$ cat config.mk
export PLATFORM = sky130hd
export DESIGN_NAME = microseq_ctrl_flat
export DESIGN_NICKNAME = d
export VERILOG_FILES = /design/src/rtl/microseq_pkg.sv /design/src/rtl/microseq_if.sv /design/src/rtl/microseq_prog_mem.sv /design/src/rtl/microseq_ctrl.sv /design/src/flat_wrapper.sv
export SDC_FILE = /design/constraint.sdc
export NUM_CORES = 1
export LEC_CHECK = 0
export BUFFER_PORTS_ARGS = -buffer_cell sky130_fd_sc_hd__buf_4
export CELL_PAD_IN_SITES_DETAIL_PLACEMENT = 1
export CELL_PAD_IN_SITES_GLOBAL_PLACEMENT = 2
export CORE_MARGIN = 4
export CORE_UTILIZATION = 39
export CTS_BUF_LIST = sky130_fd_sc_hd__clkbuf_4
export DETAILED_ROUTE_END_ITERATION = 8
export GPL_ROUTABILITY_DRIVEN = 0
export PLACE_DENSITY = 0.82
export SYNTH_ARGS = -nofsm -noshare
export SYNTH_HDL_FRONTEND = slang
export SYNTH_HIERARCHICAL = 1
export SYNTH_SLANG_ARGS = --single-unit
export TNS_END_PERCENT = 1
$ cat constraint.sdc
create_clock -name clk -period 2.7 [get_ports clk]
set_clock_uncertainty 0.15 [all_clocks]
set_input_delay 0 -clock clk [delete_from_list [all_inputs] [get_ports clk]]
set_output_delay 0 -clock clk [all_outputs]
set_load 0.02 [all_outputs]
$ cat src/rtl/microseq_pkg.sv
// Shared types and control-word layout for the microcode sequencer.
// Word layout, MSB first: {last, y_sel, en_y, en_x, op_sel[1:0], imm[IMM_W-1:0]}.
package microseq_pkg;

    typedef enum logic [1:0] {
        StIdle = 2'd0,
        StRun  = 2'd1,
        StDone = 2'd2
    } state_e;

    typedef enum logic [1:0] {
        OpNop  = 2'd0,
        OpNot  = 2'd1,
        OpAdd  = 2'd2,
        OpPass = 2'd3
    } op_e;

    function automatic int unsigned cw_width(input int unsigned imm_w);
        return imm_w + 6;
    endfunction

    function automatic int unsigned last_pos(input int unsigned imm_w);
        return imm_w + 5;
    endfunction

    function automatic int unsigned y_sel_pos(input int unsigned imm_w);
        return imm_w + 4;
    endfunction

    function automatic int unsigned en_y_pos(input int unsigned imm_w);
        return imm_w + 3;
    endfunction

    function automatic int unsigned en_x_pos(input int unsigned imm_w);
        return imm_w + 2;
    endfunction

    function automatic int unsigned op_lsb(input int unsigned imm_w);
        return imm_w;
    endfunction

endpackage

$ cat src/rtl/microseq_if.sv
// Host/datapath signal bundle for microseq_ctrl.
// The step input exists only when MICROSEQ_STEP_EN is defined.
interface microseq_if #(
    parameter int unsigned DEPTH = 8,
    parameter int unsigned IMM_W = 8
);
    localparam int unsigned AW = $clog2(DEPTH);
    localparam int unsigned CW = IMM_W + 6;

    logic             prog_we;
    logic [AW-1:0]    prog_addr;
    logic [CW-1:0]    prog_data;
    logic             start;
`ifdef MICROSEQ_STEP_EN
    logic             step;
`endif
    logic             busy;
    logic             done;
    logic [1:0]       op_sel;
    logic             en_x;
    logic             en_y;
    logic             y_sel;
    logic [IMM_W-1:0] y_imm;

    modport master (
`ifdef MICROSEQ_STEP_EN
        output step,
`endif
        output prog_we, prog_addr, prog_data, start,
        input  busy, done, op_sel, en_x, en_y, y_sel, y_imm
    );

    modport slave (
`ifdef MICROSEQ_STEP_EN
        input  step,
`endif
        input  prog_we, prog_addr, prog_data, start,
        output busy, done, op_sel, en_x, en_y, y_sel, y_imm
    );

endinterface

$ cat src/rtl/microseq_prog_mem.sv
// DEPTH x CW program register file: synchronous write, asynchronous read,
// synchronous clear on reset.
module microseq_prog_mem #(
    parameter int unsigned DEPTH = 8,
    parameter int unsigned CW    = 14,
    localparam int unsigned AW   = $clog2(DEPTH)
) (
    input  logic          clk,
    input  logic          reset,
    input  logic          we_i,
    input  logic [AW-1:0] waddr_i,
    input  logic [CW-1:0] wdata_i,
    input  logic [AW-1:0] raddr_i,
    output logic [CW-1:0] rdata_o
);

    logic [DEPTH-1:0][CW-1:0] mem_q, mem_d;

    always_comb begin
        mem_d = mem_q;
        if (we_i) begin
            mem_d[waddr_i] = wdata_i;
        end
    end

    always_ff @(posedge clk) begin
        if (reset) begin
            mem_q <= '0;
        end else begin
            mem_q <= mem_d;
        end
    end

    assign rdata_o = mem_q[raddr_i];

endmodule

$ cat src/rtl/microseq_ctrl.sv
// Programmable microcode sequencer driving the x/y/ALU datapath.
// Optional single-step gating via MICROSEQ_STEP_EN.
module microseq_ctrl
    import microseq_pkg::*;
#(
    parameter int unsigned DEPTH = 8,
    parameter int unsigned IMM_W = 8
) (
    input  logic       clk,
    input  logic       reset,
    microseq_if.slave  bus
);

    localparam int unsigned AW      = $clog2(DEPTH);
    localparam int unsigned CW      = cw_width(IMM_W);
    localparam int unsigned LastPos = last_pos(IMM_W);
    localparam int unsigned YSelPos = y_sel_pos(IMM_W);
    localparam int unsigned EnYPos  = en_y_pos(IMM_W);
    localparam int unsigned EnXPos  = en_x_pos(IMM_W);
    localparam int unsigned OpLsb   = op_lsb(IMM_W);

    state_e           state_q, state_d;
    logic [AW-1:0]    pc_q, pc_d;
    logic [CW-1:0]    word;
    logic             mem_we;
    logic             step_ok;
    logic             at_end;

    logic             busy, done, en_x, en_y, y_sel;
    logic [1:0]       op_sel;
    logic [IMM_W-1:0] y_imm;

    // Program memory is locked while a program is running.
    assign mem_we = bus.prog_we && (state_q != StRun);

`ifdef MICROSEQ_STEP_EN
    assign step_ok = bus.step;
`else
    assign step_ok = 1'b1;
`endif

    assign at_end = word[LastPos] || (pc_q == AW'(DEPTH - 1));

    microseq_prog_mem #(
        .DEPTH (DEPTH),
        .CW    (CW)
    ) u_prog_mem (
        .clk     (clk),
        .reset   (reset),
        .we_i    (mem_we),
        .waddr_i (bus.prog_addr),
        .wdata_i (bus.prog_data),
        .raddr_i (pc_q),
        .rdata_o (word)
    );

    always_comb begin
        state_d = state_q;
        pc_d    = pc_q;
        busy    = 1'b0;
        done    = 1'b0;
        op_sel  = 2'b00;
        en_x    = 1'b0;
        en_y    = 1'b0;
        y_sel   = 1'b0;
        y_imm   = '0;
        unique case (state_q)
            StIdle: begin
                if (bus.start) begin
                    state_d = StRun;
                    pc_d    = '0;
                end
            end
            StRun: begin
                busy   = 1'b1;
                op_sel = word[OpLsb +: 2];
                y_sel  = word[YSelPos];
                y_imm  = word[IMM_W-1:0];
                en_x   = word[EnXPos] && step_ok;
                en_y   = word[EnYPos] && step_ok;
                if (step_ok) begin
                    if (at_end) begin
                        state_d = StDone;
                        pc_d    = '0;
                    end else begin
                        pc_d = pc_q + AW'(1);
                    end
                end
            end
            StDone: begin
                done    = 1'b1;
                state_d = StIdle;
            end
            default: begin
                state_d = StIdle;
                pc_d    = '0;
            end
        endcase
    end

    always_ff @(posedge clk) begin
        if (reset) begin
            state_q <= StIdle;
            pc_q    <= '0;
        end else begin
            state_q <= state_d;
            pc_q    <= pc_d;
        end
    end

    assign bus.busy   = busy;
    assign bus.done   = done;
    assign bus.op_sel = op_sel;
    assign bus.en_x   = en_x;
    assign bus.en_y   = en_y;
    assign bus.y_sel  = y_sel;
    assign bus.y_imm  = y_imm;

endmodule

$ cat src/flat_wrapper.sv
// flat-port wrapper written by rule: the top's interface ports become plain ports
module microseq_ctrl_flat import microseq_pkg::*;
#(
    parameter int unsigned DEPTH = 8,
    parameter int unsigned IMM_W = 8
)
  (clk, reset, bus_prog_we, bus_prog_addr, bus_prog_data, bus_start, bus_busy, bus_done, bus_op_sel, bus_en_x, bus_en_y, bus_y_sel, bus_y_imm);
  microseq_if #(.DEPTH(DEPTH), .IMM_W(IMM_W)) bus_i ();
  input  logic clk;
  input  logic reset;
  input wire logic [$bits(bus_i.prog_we)-1:0] bus_prog_we;
  input wire logic [$bits(bus_i.prog_addr)-1:0] bus_prog_addr;
  input wire logic [$bits(bus_i.prog_data)-1:0] bus_prog_data;
  input wire logic [$bits(bus_i.start)-1:0] bus_start;
  output wire logic [$bits(bus_i.busy)-1:0] bus_busy;
  output wire logic [$bits(bus_i.done)-1:0] bus_done;
  output wire logic [$bits(bus_i.op_sel)-1:0] bus_op_sel;
  output wire logic [$bits(bus_i.en_x)-1:0] bus_en_x;
  output wire logic [$bits(bus_i.en_y)-1:0] bus_en_y;
  output wire logic [$bits(bus_i.y_sel)-1:0] bus_y_sel;
  output wire logic [$bits(bus_i.y_imm)-1:0] bus_y_imm;
  assign bus_i.prog_we = bus_prog_we;
  assign bus_i.prog_addr = bus_prog_addr;
  assign bus_i.prog_data = bus_prog_data;
  assign bus_i.start = bus_start;
  assign bus_busy = bus_i.busy;
  assign bus_done = bus_i.done;
  assign bus_op_sel = bus_i.op_sel;
  assign bus_en_x = bus_i.en_x;
  assign bus_en_y = bus_i.en_y;
  assign bus_y_sel = bus_i.y_sel;
  assign bus_y_imm = bus_i.y_imm;
  microseq_ctrl #(.DEPTH(DEPTH), .IMM_W(IMM_W)) u_core (.clk(clk), .reset(reset), .bus(bus_i));
endmodule
==> results of run 1 <==
-- final timing paths --
| path | from | to | cells past startpoint |
|---|---|---|---|
| worst max register to register | u_core/state_q[1] | u_core/u_prog_mem/mem_q[1] | 8 |
| worst min-delay path | bus_prog_we | u_core/u_prog_mem/mem_q[86] | 5 |
| worst min register to register | u_core/state_q[1] | u_core/state_q[0] | 1 |
| worst max-delay path | u_core/pc_q[0] | bus_op_sel[1] | 5 |
-- cells in the final DEF, fill, tap and decap left out --
cell type	count
nand2_1	224
dfxtp_1	115
a21oi_1	112
buf_4	55
mux4_2	28
clkbuf_4	23
dlygate4sd3_1	23
and2_1	14
mux2_2	14
clkinv_1	3
buf_12	3
and4bb_1	3
nand4bb_1	3
and4b_1	3
nand4b_1	3
clkinv_2	2
nor2_1	2
nor3_1	2
a22o_1	2
ha_1	2
diode_2	1
bufinv_16	1
clkinvlp_4	1
nand2b_2	1
inv_2	1
inv_1	1
mux2i_1	1
a211oi_1	1
nor4_4	1
mux2_1	1
dfxtp_4	1
dfxtp_2	1
nor4b_4	1
or4b_1	1
and4_1	1
nand4_1	1
-- what timing repair did --
| item | 4_1_cts | 5_1_grt |
|---|---|---|
| hold buffers | 23 | 0 |
| gates resized for setup | 0 | 1 |
| endpoints found under the setup margin | 0 | 8 |
| endpoints found under the hold margin | 117 | 0 |
-- per-stage QoR --
| step | power, W | util (%) | worst slack (ns) | hold slack (ns) | std cells |
|---|---|---|---|---|---|
| after CTS | 0.00322 | 46.1 | 0.0484 | 0.0281 | 827 |
| after global placement | 0.00208 | 42.6 | 0.600 | 0.148 | 774 |
| after detailed placement | 0.00209 | 42.6 | 0.605 | 0.159 | 774 |
| final | 0.00319 | 46.1 | 0.203 | 0.0757 | 828 |
| after global routing | 0.00333 | 46.1 | 0.0768 | 0.0903 | 828 |
| after floorplan | 0.00199 | - | 0.748 | -0.0732 | 599 |
-- sequential cells by signal (all words and copies together), names as in the netlist --
register and flops:
u_core/state_q 2, u_core/u_prog_mem/mem_q 112, u_core/pc_q 3
-- metal layers --
metal | up-vias | wire length, um | global-route usage [%]
met5 | - | 0 | 0
met4 | 0 | 302 | 8.37
met3 | 21 | 699 | 4.59
met2 | 96 | 8110 | 37.4
met1 | 2228 | 7100 | 29.3
li1 | 2099 | - | -
-- critical path, cell delays in order (launching register included) --
cell     delay (ns)
dfxtp_4        0.46
buf_12         0.23
mux4_2         0.52
mux2_2         0.30
and2_1         0.14
buf_4          0.15
-- cell type report --
| cell class | instances | share of cell area, % |
|---|---|---|
| multi-input combinational | 421 | 42.3 |
| clock buffer | 23 | 2.84 |
| timing repair buffer | 81 | 11.6 |
| antenna | 1 | 0.0411 |
| inverter | 2 | 0.123 |
| sequential | 117 | 38.6 |
| clock inverter | 7 | 0.966 |
| tap | 176 | 3.62 |
-- power by group --
group / total (W) / internal [W] / switching [W]
sequential: 0.00178 / 0.00176 / 0.0000236
clock: 0.00112 / 0.000496 / 0.000628
combinational: 0.000289 / 0.000120 / 0.000169
-- kinds of logic (layout without fill, tap and decap cells) --
logic type               after synthesis  count (layout)  share of synthesized area, %
other                                  0               1                             0
multiplexers                          44              44                          15.5
adder cells (fa/ha/maj)                2               2                         0.478
buffers and inverters                 61             113                          6.03
AO/OA/AOI/OAI                        115             115                          11.2
flip-flops                           117             117                          44.8
AND/OR/NAND/NOR                      260             260                          22.0
==> summary.md, run 1 <==
| Metric | Value |
|---|---|
| Status | `completed` |
| Post-route cell area | `6080 sq um` |
| Worst-margin pin slew | `0.653 ns` |
| Async set-or-reset flop fraction in the synthesized netlist | `0%` |
| Leakage power | `2.11 nW` |
| Largest cells by area after synthesis | `dfxtp_1 (45%), nand2_1 (16%), mux4_2 (12%)` |
| # fillers | `1571` |
| Period utilization | `92.5%` |
| Tmin final | `2.50 ns` |
| Antenna Nets Post-Route | `0` |
| Die height | `124 um` |
| Root Driver | `clkbuf_4` |
| Setup Buffers After CTS | `0` |
| Max Root-Sink Buffers | `2` |
| CTS clock-pin slew for the worst setup and hold paths | `0.10 ns` |
| Die W | `124 um` |
| Final setup fails | `0` |
| Clock Sinks | `117` |
| # DRC | `0` |
| Nets | `663` |
| Initial antenna violation count | `1` |
| Register Area | `2350 sq um` |
| Final hold viol count | `0` |
| Rel. slew slack | `56.5%` |
| DP Area | `5620 sq um` |
| Top cell type's share of synthesized area | `44.8%` |
| IO buf count | `35` |
| List of most frequent post-synthesis cells | `nand2_1 (224), dfxtp_1 (117), a21oi_1 (112)` |
| Maximum clock frequency | `0.400 GHz` |
| Post-synth EDFFs | `0` |
| Largest fanout on the critical path | `22` |
| Setup repair after global routing missed its margin | `no` |
| Routed len/inst | `19.6 um` |
| Initial DRT Pass Iterations | `5` |
| Synth area leader | `dfxtp_1` |
| First-pass GRT wire length | `25.6 mm` |
| WP data arrival | `2.35 ns` |
| Initial Util | `39.7%` |
| R2R Setup Slk | `0.28 ns` |
| CP required | `2.55 ns` |
| Vias/cell | `5.37` |
| Drt total wl | `16.2 mm` |
| Area of the multi-input gates | `2570 sq um` |
| DRT iter0 DRCs | `359` |
| Full die area | `15300 sq um` |
| Detailed Place HPWL | `10.2 mm` |
| Largest net degree at the start of global routing | `69` |
| TNS Setup | `0 ns` |
| GRT overflow | `0` |
| Via Count | `4444` |
| Area growth syn-to-layout | `16.3%` |
| Layout cells sized above 1 | `20.4%` |
| Vias in the first global route | `4546` |
| Row cnt | `42` |
| Synth warn | `6` |
| Hold WC Path Type | `in2reg` |
| Crit start category | `flip-flop` |
| Post-Syn Area | `5230 sq um` |
| Peak supply drop | `0.000220 V` |
| Netlist cell types | `29` |
| H-tree Lvls | `4` |
| Syn avg cell area | `8.73 sq um` |
| CTS tree | `built` |
| Synth Instances | `599` |
| Top FF cell, synth | `dfxtp_1` |
| Max-slew violation count | `0` |
| Max-cap violations | `0` |
| Core area | `13200 sq um` |
| Pwr dens | `525 nW/um^2` |
| Total CTS buffers | `17` |
| WS Path Type | `reg2out` |
| Worst Setup End Kind | `output pin` |
| Worst-skew pair later-pin latency | `0.53 ns` |
| IO Count | `36` |
| Total track usage | `22.6%` |
| Synth Net Count | `622` |
| Sequential share of the synthesized area | `44.8%` |
| FF+latch count, synth | `117` |
| Top-count cell post-synth | `nand2_1` |
(Power assumes the default switching activity.)
==> run 2: changes to the inputs <==
RECOVER_POWER = 50   (was unset)
==> run 2 against run 1 <==
Critical path depth stayed put. Utilization is 0.16 points lower. Setup slack better by 0.0014 ns. Sequential share of layout area is 0.14 points higher. Largest cell class unchanged.
==> summary.md, run 2 (synthesis results as in run 1) <==
| Metric | Value |
|---|---|
| Max Root-Sink Buffers | `2` |
| Initial Util | `39.7%` |
| Max-cap violations | `0` |
| Leakage power | `2.10 nW` |
| Largest fanout on the critical path | `22` |
| Pwr dens | `526 nW/um^2` |
| Detailed Place HPWL | `10.2 mm` |
| Delay-heaviest family, CP | `multiplexers` |
| Final hold viol count | `0` |
| Drt total wl | `16.3 mm` |
| Post-route cell area | `6060 sq um` |
| First-pass GRT wire length | `25.6 mm` |
| Routed len/inst | `19.6 um` |
| Via Count | `4488` |
| R2R Setup Slk | `0.27 ns` |
| Max-slew violation count | `0` |
| Tmin final | `2.50 ns` |
| Clock Sinks | `117` |
| Register Area | `2350 sq um` |
| Worst Setup End Kind | `output pin` |
| TNS Setup | `0 ns` |
| Biggest regs | `u_core/u_prog_mem/mem_q x112, u_core/pc_q x3, u_core/state_q x2` |
| DP Area | `5620 sq um` |
| # fillers | `1574` |
| Initial DRT Pass Iterations | `5` |
| Nets | `663` |
| IO buf count | `35` |
| Worst-skew pair later-pin latency | `0.53 ns` |
| IO Count | `36` |
| Final setup fails | `0` |
| Status | `completed` |
| Area of the multi-input gates | `2570 sq um` |
| Largest reg by FF count | `u_core/u_prog_mem/mem_q` |
| Total CTS buffers | `17` |
| Hold WC Path Type | `in2reg` |
| Vias/cell | `5.42` |
| # DRC | `0` |
| CTS clock-pin slew for the worst setup and hold paths | `0.10 ns` |
| CP cell instances | `buf_12 -> mux4_2 -> mux2_2 -> and2_1 -> buf_4` |
| Crit start category | `flip-flop` |
| Worst-margin pin slew | `0.657 ns` |
| Most frequent cells in the layout | `nand2_1 (224), dfxtp_1 (115), a21oi_1 (112)` |
| Max stage delay on crit path | `0.53 ns` |
| Largest net degree at the start of global routing | `69` |
| Layout cells sized above 1 | `19.4%` |
| Antenna Nets Post-Route | `0` |
| Vias in the first global route | `4546` |
| WS Path Type | `reg2out` |
| CTS tree | `built` |
| Most common cell after layout, fill and taps aside | `nand2_1` |
| Peak supply drop | `0.000220 V` |
| Initial antenna violation count | `1` |
| CP required | `2.55 ns` |
| Area growth syn-to-layout | `15.9%` |
| GRT overflow | `0` |
| Setup repair after global routing missed its margin | `no` |
| Full die area | `15300 sq um` |
| Die height | `124 um` |
| Critical path's slowest cell | `mux4_2` |
| Rel. slew slack | `56.2%` |
| Core area | `13200 sq um` |
| Total track usage | `22.6%` |
| H-tree Lvls | `4` |
| Max FFs per register | `112` |
| Period utilization | `92.4%` |
| Die W | `124 um` |
| Row cnt | `42` |
| Root Driver | `clkbuf_4` |
| CP bufs+invs | `2` |
| Maximum clock frequency | `0.401 GHz` |
| WP data arrival | `2.35 ns` |
| DRT iter0 DRCs | `339` |
run 2: timing repair:
item                                    CTS  global route
hold endpoints to repair                117             0
endpoints found under the setup margin    0             8
hold buffers                             23             0
resized for setup                         0             1
setup buffers                             0             0
run 2: final cells by class:
cell class / count / share of cell area [%]
sequential: 117 / 38.7
antenna: 1 / 0.0413
multi-input combinational: 421 / 42.4
inverter: 2 / 0.124
clock buffer: 23 / 2.85
clock inverter: 7 / 0.970
timing repair buffer: 81 / 11.2
tap: 176 / 3.63
run 2: final timing paths:
path,startpoint,end,cells after the start
worst max-delay path,u_core/pc_q[0],bus_op_sel[0],5
worst min-delay path,bus_prog_we,u_core/u_prog_mem/mem_q[86],5
worst max register to register,u_core/state_q[1],u_core/u_prog_mem/mem_q[1],8
worst min register to register,u_core/state_q[1],u_core/state_q[0],1
run 2: tightest hold or removal path: stages:
cell and delay, ns:
buf_4 0.10, and2_1 0.17, and4b_1 0.29, nand2_1 0.10, a21oi_1 0.05
run 2: through the flow:
stage | power, W | cells | worst slack, ns | utilization [%] | hold WS [ns]
floorplan | 0.00199 | 599 | 0.748 | - | -0.0732
global placement | 0.00208 | 774 | 0.600 | 42.6 | 0.148
detailed placement | 0.00209 | 774 | 0.605 | 42.6 | 0.159
CTS | 0.00322 | 827 | 0.0484 | 46.1 | 0.0281
global route | 0.00333 | 828 | 0.0766 | 46.0 | 0.0903
finish | 0.00319 | 828 | 0.204 | 46.0 | 0.0812
run 2: power breakdown:
group          total (W)  internal [W]  switching (W)
clock            0.00112      0.000496       0.000628
sequential       0.00178       0.00176      0.0000235
combinational   0.000288      0.000118       0.000170
total            0.00319       0.00237       0.000821
run 2: routing by layer:
metal / track usage, % / wire (um) / vias up
met2: 37.4 / 8140 / 85
met5: 0 / 0 / -
met4: 8.37 / 299 / 0
met3: 4.59 / 595 / 21
met1: 29.3 / 7220 / 2280
li1: - / - / 2102
